$ cat config.mk
export PLATFORM = sky130hd
export DESIGN_NAME = serial_addsub
export DESIGN_NICKNAME = d
export VERILOG_FILES = /design/src/rtl/addsub_pkg.sv /design/src/rtl/fa_cell.sv /design/src/rtl/serial_addsub.sv
export SDC_FILE = /design/constraint.sdc
export NUM_CORES = 1
export LEC_CHECK = 0
export ABC_AREA = 1
export BUFFER_PORTS_ARGS = -buffer_cell sky130_fd_sc_hd__buf_2
export CAP_MARGIN = 20
export CORE_MARGIN = 2
export CORE_UTILIZATION = 58
export DETAILED_ROUTE_END_ITERATION = 16
export PLACE_DENSITY_LB_ADDON = 0.3
export SLEW_MARGIN = 20
export SYNTH_ARGS = -nofsm -noshare
export SYNTH_HDL_FRONTEND = slang
export SYNTH_HIERARCHICAL = 1
export SYNTH_SLANG_ARGS = --single-unit
$ cat constraint.sdc
create_clock -name clk -period 3.1 [get_ports clk]
set_clock_uncertainty 0.15 [all_clocks]
set_input_delay 0.31 -clock clk [delete_from_list [all_inputs] [get_ports clk]]
set_output_delay 0.31 -clock clk [all_outputs]
set_load 0.05 [all_outputs]
$ cat src/rtl/addsub_pkg.sv
// addsub_pkg: shared state encoding and default width for the serial adder/subtractor.
package addsub_pkg;
    typedef enum logic [1:0] {IDLE, CALC, DONE} state_t;
    localparam int DEF_WIDTH = 4;
endpackage

$ cat src/rtl/fa_cell.sv
// fa_cell: 1-bit combinational full adder.
module fa_cell (
    input  logic a,
    input  logic b,
    input  logic cin,
    output logic s,
    output logic co
);
    assign s  = a ^ b ^ cin;
    assign co = (a & b) | (cin & (a ^ b));
endmodule

$ cat src/rtl/serial_addsub.sv
// serial_addsub: bit-serial add/subtract, LSB first, one full adder reused over WIDTH cycles.
module serial_addsub
    import addsub_pkg::*;
#(
    parameter int WIDTH = DEF_WIDTH
) (
    input  logic             clk,
    input  logic             reset,
    input  logic             in_valid,
    output logic             in_ready,
    input  logic [WIDTH-1:0] a,
    input  logic [WIDTH-1:0] b,
    input  logic             sub,
    output logic             out_valid,
    input  logic             out_ready,
    output logic [WIDTH-1:0] sum,
    output logic             cout,
    output logic             ovf
);
    localparam int CW = $clog2(WIDTH) + 1;
    state_t state, state_nx;
    logic [WIDTH-1:0] a_r, b_r, acc;
    logic [CW-1:0] cnt;
    logic c, cm, s, co, last;
    fa_cell u_fa (.a(a_r[0]), .b(b_r[0]), .cin(c), .s(s), .co(co));
    assign last = cnt == CW'(WIDTH);
    always_comb begin
        state_nx  = (state == IDLE && in_valid)  ? CALC :
                    (state == CALC && last)      ? DONE :
                    (state == DONE && out_ready) ? IDLE : state;
        in_ready  = state == IDLE;
        out_valid = state == DONE;
    end
    // cm remembers the carry into the bit just computed, so after the MSB it is the carry into the MSB
    always_ff @(posedge clk) begin
        if (reset) begin
            state <= IDLE;
            a_r   <= '0;
            b_r   <= '0;
            acc   <= '0;
            cnt   <= '0;
            c     <= 1'b0;
            cm    <= 1'b0;
            sum   <= '0;
            cout  <= 1'b0;
            ovf   <= 1'b0;
        end else begin
            state <= state_nx;
            if (state == IDLE && in_valid) begin
                a_r <= a;
                b_r <= b ^ {WIDTH{sub}};
                c   <= sub;
                cnt <= '0;
            end
            if (state == CALC) begin
                if (last) begin
                    sum  <= acc;
                    cout <= c;
                    ovf  <= c ^ cm;
                end else begin
                    a_r <= a_r >> 1;
                    b_r <= b_r >> 1;
                    acc <= {s, acc[WIDTH-1:1]};
                    cm  <= c;
                    c   <= co;
                    cnt <= cnt + 1'b1;
                end
            end
        end
    end
endmodule
# Word level (Yosys, flattened, before mapping)
# Cells that the tools add are included.
[word_totals]
regBits = 25
input_bits = 13
out_inout_bits = 8
word_cells = 47
[op_classes]
n_addsub = 1
eq_ne = 3
n_mux = 15
bitwise = 8
reduce_logical = 9
[op_table]
columns = ["op", "count"]
rows = [
  ["$mux W4", 6],
  ["$mux W3", 3],
  ["$mux W1", 4],
  ["$mux W2", 2],
  ["$reduce_and A2 Y1", 2],
  ["$xor A4 B4 Y4", 1],
  ["$add A3 B1 Y3 const B", 1],
  ["$eq A3 B3 Y1 const B", 1],
  ["$logic_and A1 B1 Y1", 3],
  ["$reduce_bool A3 Y1", 1],
  ["$xor A1 B1 Y1", 3],
  ["$and A1 B1 Y1", 2],
  ["$eq A2 B1 Y1 const B", 1],
  ["$eq A2 B2 Y1 const B", 1],
  ["$logic_not A2 Y1", 1],
  ["$reduce_bool A2 Y1", 1],
  ["$reduce_or A2 Y1", 1],
  ["$not A1 Y1", 1],
  ["$or A1 B1 Y1", 1],
]

# Depth between registers and ports, before layout
# Gate-level depths: netlist of the first run.
[depth]
word_depth = 5
depth_mapped = 9
mapped_depth_nobuf = 8

# Hierarchy
# Netlist of the first run, hierarchy kept.
[by_module_without_submodules]
columns = ["module", "instances", "cells_each", "area_each_um2", "seq_area_each_um2"]
rows = [
  ["serial_addsub", 1, 170, 1207.4, 500.5],
  ["fa_cell", 1, 1, 20.0, 0.0],
]

# Worst setup path before layout of the first run
# No wires, ideal clock.
[synth_timing]
kind = "flip-flop to output port"
from = "reg state[1]"
to = "out out_valid"
arrival_time_ns = 1.165
required_ns = 2.640
setup_slack_ns = 1.475
path_stages_with_launch = 3
path_buffers = 0
path_cell_list = "dfxtp_1 > inv_2 > nor2_1"
[synth_between]
elab_chain_len = 1
[synth_rtl]
columns = ["element", "line_no", "text"]
rows = [
  ["from (decl)", "serial_addsub.sv:21", "state_t state, state_nx;"],
  ["from (signal assigned)", "serial_addsub.sv:48", "state <= state_nx;"],
  ["$eq A2 B2 Y1", "serial_addsub.sv:32", "out_valid = state == DONE;"],
  ["to (decl)", "serial_addsub.sv:14", "output logic out_valid,"],
]
# No other way between the ends.

# Worst setup path after layout of the first run
# Same ends and word-level chain as after synthesis.

==> results of run 1 <==
==> per-stage QoR <==
stage | std cells | setup slack (ns) | area, µm² | power (mW)
after CTS | 219 | 1.35 | 1360 | 0.592
after detailed placement | 215 | 1.60 | 1330 | 0.448
after global routing | 219 | 1.26 | 1360 | 0.619
after global placement | 215 | 1.67 | 1330 | 0.444
after floorplan | 171 | 1.48 | 1230 | 0.425
final | 219 | 1.35 | 1360 | 0.588
==> layout make-up <==
class / count / area, µm²
Clock buffer: 3 / 22.5
Clock inverter: 1 / 7.51
Timing Repair Buffer: 20 / 100
Multi-Input combinational cell: 127 / 639
Inverter: 16 / 60.1
Sequential cell: 25 / 500
Fill cell: 172 / 618
Tap cell: 27 / 33.8
==> sequential cells by signal, indices dropped and copies added, names as in the netlist <==
signal	cells
state	2
cout	1
acc	4
b_r	4
cm	1
cnt	3
ovf	1
sum	4
c	1
a_r	4
==> worst paths after layout <==
check / end / slack [ns] / depth (start not counted) / startpoint
worst min-delay path: state[1] / 0.1 / 4 / out_ready
worst min register to register: b_r[1] / 0.31 / 2 / b_r[2]
worst max-delay path: out_valid / 1.35 / 3 / state[1]
worst max register to register: cm / 1.57 / 8 / cnt[0]
==> layer usage <==
layer	vias up	wire length, µm	GRT usage (%)
li1	572	-	-
met1	465	1030	24.2
met2	15	1140	37.7
met3	4	65	3.64
met4	0	19	5.56
met5	-	0	0
==> cells in the mapped netlist <==
| library cell | instances |
|---|---|
| xor2_1 | 2 |
| nor3_1 | 2 |
| nor2_4 | 4 |
| buf_2 | 1 |
| nor2_8 | 1 |
| ha_1 | 2 |
| fa_1 | 1 |
| o21ai_2 | 2 |
| o21ai_0 | 6 |
| buf_6 | 2 |
| inv_2 | 2 |
| nor2_1 | 20 |
| o21ai_1 | 4 |
| nand2_4 | 3 |
| a21oi_1 | 4 |
| inv_1 | 14 |
| nor2_2 | 2 |
| nand2_2 | 3 |
| nand2_1 | 65 |
| dfxtp_1 | 25 |
| nand3_1 | 6 |
==> where the power goes <==
| group | total, mW | internal, mW | switching [mW] |
|---|---|---|---|
| Sequential | 0.346 | 0.335 | 0.0110 |
| Combinational | 0.0949 | 0.0330 | 0.0619 |
| Clock | 0.146 | 0.0492 | 0.0973 |
==> critical path: stages, from the launching register on <==
cell and delay (ns):
dfxtp_1 0.50, inv_2 0.08, nor2_1 0.11, buf_2 0.27
==> kinds of logic after synthesis <==
| family | after synthesis |
|---|---|
| and+or+nand+nor | 106 |
| xor gates and xnor gates | 2 |
| buffers and inverters | 19 |
| adders and majority gates | 3 |
| AOI/OAI and AO/OA | 16 |
| DFF | 25 |
==> summary.md, run 1 <==
| Metric | Value |
|---|---|
| Outcome | `finished, final reports clean` |
| Clk_lat worst skew | `around 0.31 ns` |
| Setup Fix Bufs, Post-CTS | `0` |
| Syn_nets | `187` |
| Max cap viols | `0` |
| H-tree Lvls | `1` |
| Peak VDD IR | `336 µV` |
| Pwr dens | `approximately 430 nW/µm²` |
| Register bit count reported by yosys | `25` |
| Largest net degree at the start of global routing | `16` |
| DIE AREA | `2500 µm²` |
| Clock buffer depth | `2` |
| PortBufs | `20` |
| Simple logic cell fraction of the synthesized area | `39.9%` |
| Slew Viols, Final | `0` |
| Slew margin rel. | `77.4%` |
| Minimum clock period | `1.75 ns` |
| Starting Density | `about three fifths` |
| Vias | `1056` |
| Post-Synth Adder-Cell Area | `3.67%` |
| Number of cell rows | `16` |
| Boundary pin count | `21` |
| Seq/Total Area, Yosys | `about two fifths` |
| Endpoint type of the worst setup path | `primary output` |
| Hpwl dp | `between 1.5 and 2 mm` |
| Area share of the largest cell type after synthesis | `40.8%` |
| CTS tree | `yes` |
| Ys Warns | `6` |
| Period utilisation layout | `a little under three fifths` |
| Hold crit path type | `in2reg` |
| Leakage power | `0.697 nW` |
| CTS Sinks | `25` |
| Setup TNS | `0 ns` |
| Clock transition at the registers of the reported paths | `roughly 0.14 ns` |
| Nets | `209` |
| Largest cells by area after synthesis | `dfxtp_1 (41%), nand2_1 (20%), nor2_1 (6.1%), inv_1 (4.3%), nor2_4 (3.7%)` |
| Remaining global-route overflow | `0` |
| Crit Path Max Fanout | `4` |
| Most common cell after layout, fill and taps aside | `nand2_1` |
| Max Fclk | `572 MHz` |
| First-pass GRT wire length | `4.02 mm` |
| Final Wtd Congestion | `0.854` |
| Vias/cell | `just under 5` |
| Avg Inst Size Synth | `7.18 µm²` |
| Die height | `50 µm` |
| Post-CTS sizing | `0` |
| XOR/XNOR Fraction of Synth Area | `1.43%` |
| Startpoint class of the critical path | `flip-flop` |
| Hold_buf cts | `0` |
| Clock root buffer | `clkbuf_4` |
| Post-route ant nets | `0` |
| Critical path class | `reg2out` |
| Main combinational cell family by area after synthesis | `simple AND/OR/NAND/NOR gates` |
| RSZ-0062 raised after global routing | `no` |
| Most frequent cells in the layout | `nand2_1 (65), dfxtp_1 (25), nor2_1 (20), buf_2 (20), inv_1 (14)` |
| Count of final setup violators | `0` |
| Drt first pass iters | `4` |
| Synth Area in Compound Gates | `7.14%` |
| Vias in the first global route | `975` |
| Synth cell types | `21` |
| Layout cells sized above 1 | `21.4%` |
| Mux cell area share after synthesis | `0%` |
| Actual slew at the worst max-slew pin | `0.339 ns` |
| Die width | `50 µm` |
| Dominant cell type by area after synthesis | `dfxtp_1` |
| Diodes inserted | `0` |
| WL final | `2.26 mm` |
| Synthesis-to-layout area growth | `11.1%` |
| Num CTS Buffers | `3` |
| Gr usage total | `20.6%` |
| Final hold slack | `a little under 0.1 ns` |
| CP required | `2.64 ns` |
| Remaining DRCs | `0` |
| Post-Syn Instances | `171` |
| Final hold viol count | `0` |
| Post-synthesis cell area | `1230 µm²` |
| Antenna violations before repair | `0` |
| Core area | `1980 µm²` |
| Data arrival time of the worst path | `1.29 ns` |
| Routed length per instance | `10.3 µm` |
| Initial detailed-routing violation count | `18` |
| Final core occ | `68.8%` |
No activity file was read; power rests on OpenSTA's default activity.
==> run 2: changes to the inputs <==
--- a/config.mk
+++ b/config.mk
@@ -5,11 +5,11 @@
 export SDC_FILE = /design/constraint.sdc
 export NUM_CORES = 1
 export LEC_CHECK = 0
-export ABC_AREA = 1
+export ABC_AREA = 0
 export BUFFER_PORTS_ARGS = -buffer_cell sky130_fd_sc_hd__buf_2
 export CAP_MARGIN = 20
 export CORE_MARGIN = 2
-export CORE_UTILIZATION = 58
+export CORE_UTILIZATION = 48
 export DETAILED_ROUTE_END_ITERATION = 16
 export PLACE_DENSITY_LB_ADDON = 0.3
 export SLEW_MARGIN = 20
==> constraint.sdc (replaced) <==
create_clock -name clk -period 1.45 [get_ports clk]
set_clock_uncertainty 0.15 [all_clocks]
set_input_delay 0.145 -clock clk [delete_from_list [all_inputs] [get_ports clk]]
set_output_delay 0.145 -clock clk [all_outputs]
set_load 0.05 [all_outputs]
==> run 2 against run 1 <==
Effect of this change: largest cell class unchanged; final cell count down 15%; core utilization shrank 4.6 points; power is 120% higher; the run now ends with setup timing left; design area rose by 6.1%; critical path type is now reg2reg; non-clock buffer count is 15 higher; global-route usage is 2.2 points lower; register-to-register slack lost 1.6 ns; sequential cell count unchanged; die area rose by 14%.
==> summary.md, run 2 <==
| Metric | Value |
|---|---|
| Async S/R FF share, synth | `0% (unchanged)` |
| Die width | `53.3 µm (+6.6%)` |
| Post-Syn Instances | `130 (-24%)` |
| Core area | `2250 µm² (+14%)` |
| WL final | `2.39 mm (+6.0%)` |
| Data arrival time of the worst path | `1.59 ns (+0.30 ns)` |
| Endpoint type of the worst setup path | `flip-flop` |
| Slew Viols, Final | `0 (unchanged)` |
| CTS tree | `yes` |
| Vias/cell | `5.35 (+11%)` |
| Count of final setup violators | `1 (+1)` |
| Slew margin rel. | `81.6% (+4.2 points)` |
| Synth cell count leaders | `dfxtp_1 (25), a21oi_1 (15), nand3_1 (11)` |
| Startpoint class of the critical path | `flip-flop` |
| Max Fclk | `665 MHz` |
| Area share of the largest cell type after synthesis | `42.9% (+2.1 points)` |
| Hold crit path type | `in2reg` |
| Vias in the first global route | `882 (-9.5%)` |
| Outcome | `finished with violations` |
| Drt first pass iters | `4 (unchanged)` |
| Final hold viol count | `0 (unchanged)` |
| Minimum clock period | `about 1.5 ns` |
| Met1 Usage GRT | `22.3% (-1.9 points)` |
| Pre-CTS WS | `-0.0317 ns (-1.63 ns)` |
| Leakage power | `0.594 nW (-15%)` |
| EDFF count, synth | `0 (unchanged)` |
| Post-route ant nets | `0 (unchanged)` |
| Fin worst setup slack | `-0.0534 ns (-1.40 ns)` |
| CP required | `1.54 ns (-1.10 ns)` |
| Post-synthesis cell area | `1170 µm² (-4.9%)` |
| Met3 Use GR | `5.37% (+1.7 points)` |
| Failing checks | `setup timing` |
| RSZ-0062 raised after global routing | `yes` |
| Antenna violations before repair | `0 (unchanged)` |
| Register bit count reported by yosys | `25 (unchanged)` |
| Most common cell in the netlist | `dfxtp_1` |
| Boundary pin count | `21 (unchanged)` |
| Diodes inserted | `0 (unchanged)` |
| Largest net degree at the start of global routing | `18 (+2)` |
| Pwr dens | `899 nW/µm² (+110%)` |
| Clock buffer depth | `2 (unchanged)` |
| Syn_nets | `146 (-22%)` |
| CTS Sinks | `25 (unchanged)` |
| Remaining global-route overflow | `0 (unchanged)` |
| PortBufs | `20 (unchanged)` |
| Die height | `53.3 µm (+6.6%)` |
| First-pass GRT wire length | `3.79 mm (-5.7%)` |
| GR Layer Usage met2 | `31.1% (-6.6 points)` |
| Final Wtd Congestion | `0.853 (about the same)` |
| Crit Path Max Fanout | `3 (-1)` |
| Period utilisation layout | `104%` |
| Ys Warns | `6 (unchanged)` |
| Routed length per instance | `12.8 µm (+24%)` |
| Most frequent cells in the layout | `dfxtp_1 (21), buf_2 (18), a21oi_1 (15)` |
| Remaining DRCs | `0 (unchanged)` |
| Synth cell types | `27 (+29%)` |
| Gr usage total | `18.4% (-2.2 points)` |
| Layout cells sized above 1 | `30.8% (+9.5 points)` |
| Top_reg_cell synth | `dfxtp_1` |
| Vias | `1000 (-5.3%)` |
| DIE AREA | `2840 µm² (+14%)` |
| Setup TNS | `-0.0534 ns (-0.0534 ns)` |
| Nets | `176 (-16%)` |
| Number of cell rows | `17 (+1)` |
| Synthesis-to-layout area growth | `24.0%` |
| Most common cell after layout, fill and taps aside | `dfxtp_1` |
| Max cap viols | `0 (unchanged)` |
| Hpwl dp | `1.67 mm (-5.9%)` |
| Avg Inst Size Synth | `8.98 µm² (+25%)` |
| GRT busiest layer | `met2` |
| Clock root buffer | `clkbuf_4` |
| Critical path class | `reg2reg` |
| Clk_lat worst skew | `0.31 ns (about the same)` |
| Seq/Total Area, Yosys | `42.9% (+2.1 points)` |
| Initial detailed-routing violation count | `18 (unchanged)` |
| Starting Density | `51.8% (-10 points)` |
| Total power | `1.30 mW (+120%)` |
| Largest cells by area after synthesis | `dfxtp_1 (43%), mux2i_1 (6.9%), a21oi_1 (6.4%), nand3_1 (4.7%), a211oi_1 (3.9%)` |
| Dominant cell type by area after synthesis | `dfxtp_1` |
| Num CTS Buffers | `3 (unchanged)` |
| Peak VDD IR | `922 µV (+170%)` |
| Clock transition at the registers of the reported paths | `0.13 ns (about the same)` |
| H-tree Lvls | `1 (unchanged)` |
| Actual slew at the worst max-slew pin | `0.276 ns (-0.0634 ns)` |
run 2: changes by cell type after synthesis, moves of 5 or more:
| cell | before | now |
|---|---|---|
| nand3_1 | 6 | 11 |
| nand2_1 | 65 | 10 |
| nor2_1 | 20 | 5 |
| inv_1 | 14 | 3 |
| mux2i_1 | 0 | 8 |
| a21oi_1 | 4 | 15 |
| a211oi_1 | 0 | 6 |
run 2: logic make-up after synthesis:
family	share of synthesized area, %
AOI/OAI and AO/OA	17.8
and+or+nand+nor	18.3
muxes	6.86
buffers and inverters	6.54
xor gates and xnor gates	3.75
DFF	42.9
adders and majority gates	3.86
run 2: final cells by class:
class,count,area [µm²]
Fill cell,203,807
Multi-Input combinational cell,92,623
Sequential cell,25,505
Timing Repair Buffer,35,245
Tap cell,28,35.0
Clock buffer,3,22.5
Inverter,3,11.3
Clock inverter,1,5.00
run 2: final timing paths:
check | depth (start not counted) | from | to | slack, ns
worst max register to register | 5 | cnt[0] | cnt[2] | -0.05
worst max-delay path | 5 | cnt[0] | cnt[2] | -0.05
worst min-delay path | 4 | in_valid | cnt[1] | 0.02
worst min register to register | 2 | ovf | ovf | 0.31
run 2: worst max-delay path, cell delays in order, from the launching register on:
cell and delay, ns:
dfxtp_2 0.38, inv_2 0.05, ha_4 0.16, and2_4 0.14
or3_1 0.30, a311oi_1 0.25
run 2: per-stage QoR:
step	utilization [%]	cell area, µm²	hold slack (ns)	cells
global placement	59.3	1340	0.239	177
finish	64.2	1450	0.0157	187
CTS	62.5	1410	0.00534	185
detailed placement	59.3	1340	0.253	177
global route	64.2	1450	0.0307	187
floorplan	-	1190	0.142	130
run 2: power breakdown:
group | switching [mW] | leakage, nW | internal [mW] | total (mW)
registers | 0.0257 | 0.205 | 0.722 | 0.748
clock network | 0.206 | 0.0177 | 0.103 | 0.310
logic | 0.123 | 0.371 | 0.121 | 0.243
total | 0.355 | 0.594 | 0.946 | 1.30
run 2: layer usage:
metal | vias to the layer above | share of wire (%) | wire length, µm
li1 | 514 | - | -
met1 | 459 | 46 | 1110
met2 | 25 | 49 | 1160
met3 | 2 | 4.2 | 101
met4 | 0 | 0.71 | 17
met5 | - | 0 | 0
run 2: what timing repair did:
| item | CTS | global route |
|---|---|---|
| endpoints found under the hold margin | 4 | 0 |
| setup buffers | 1 | 2 |
| hold buffers | 3 | 0 |
| endpoints found under the setup margin | 10 | 17 |
| gates resized for setup | 4 | 10 |
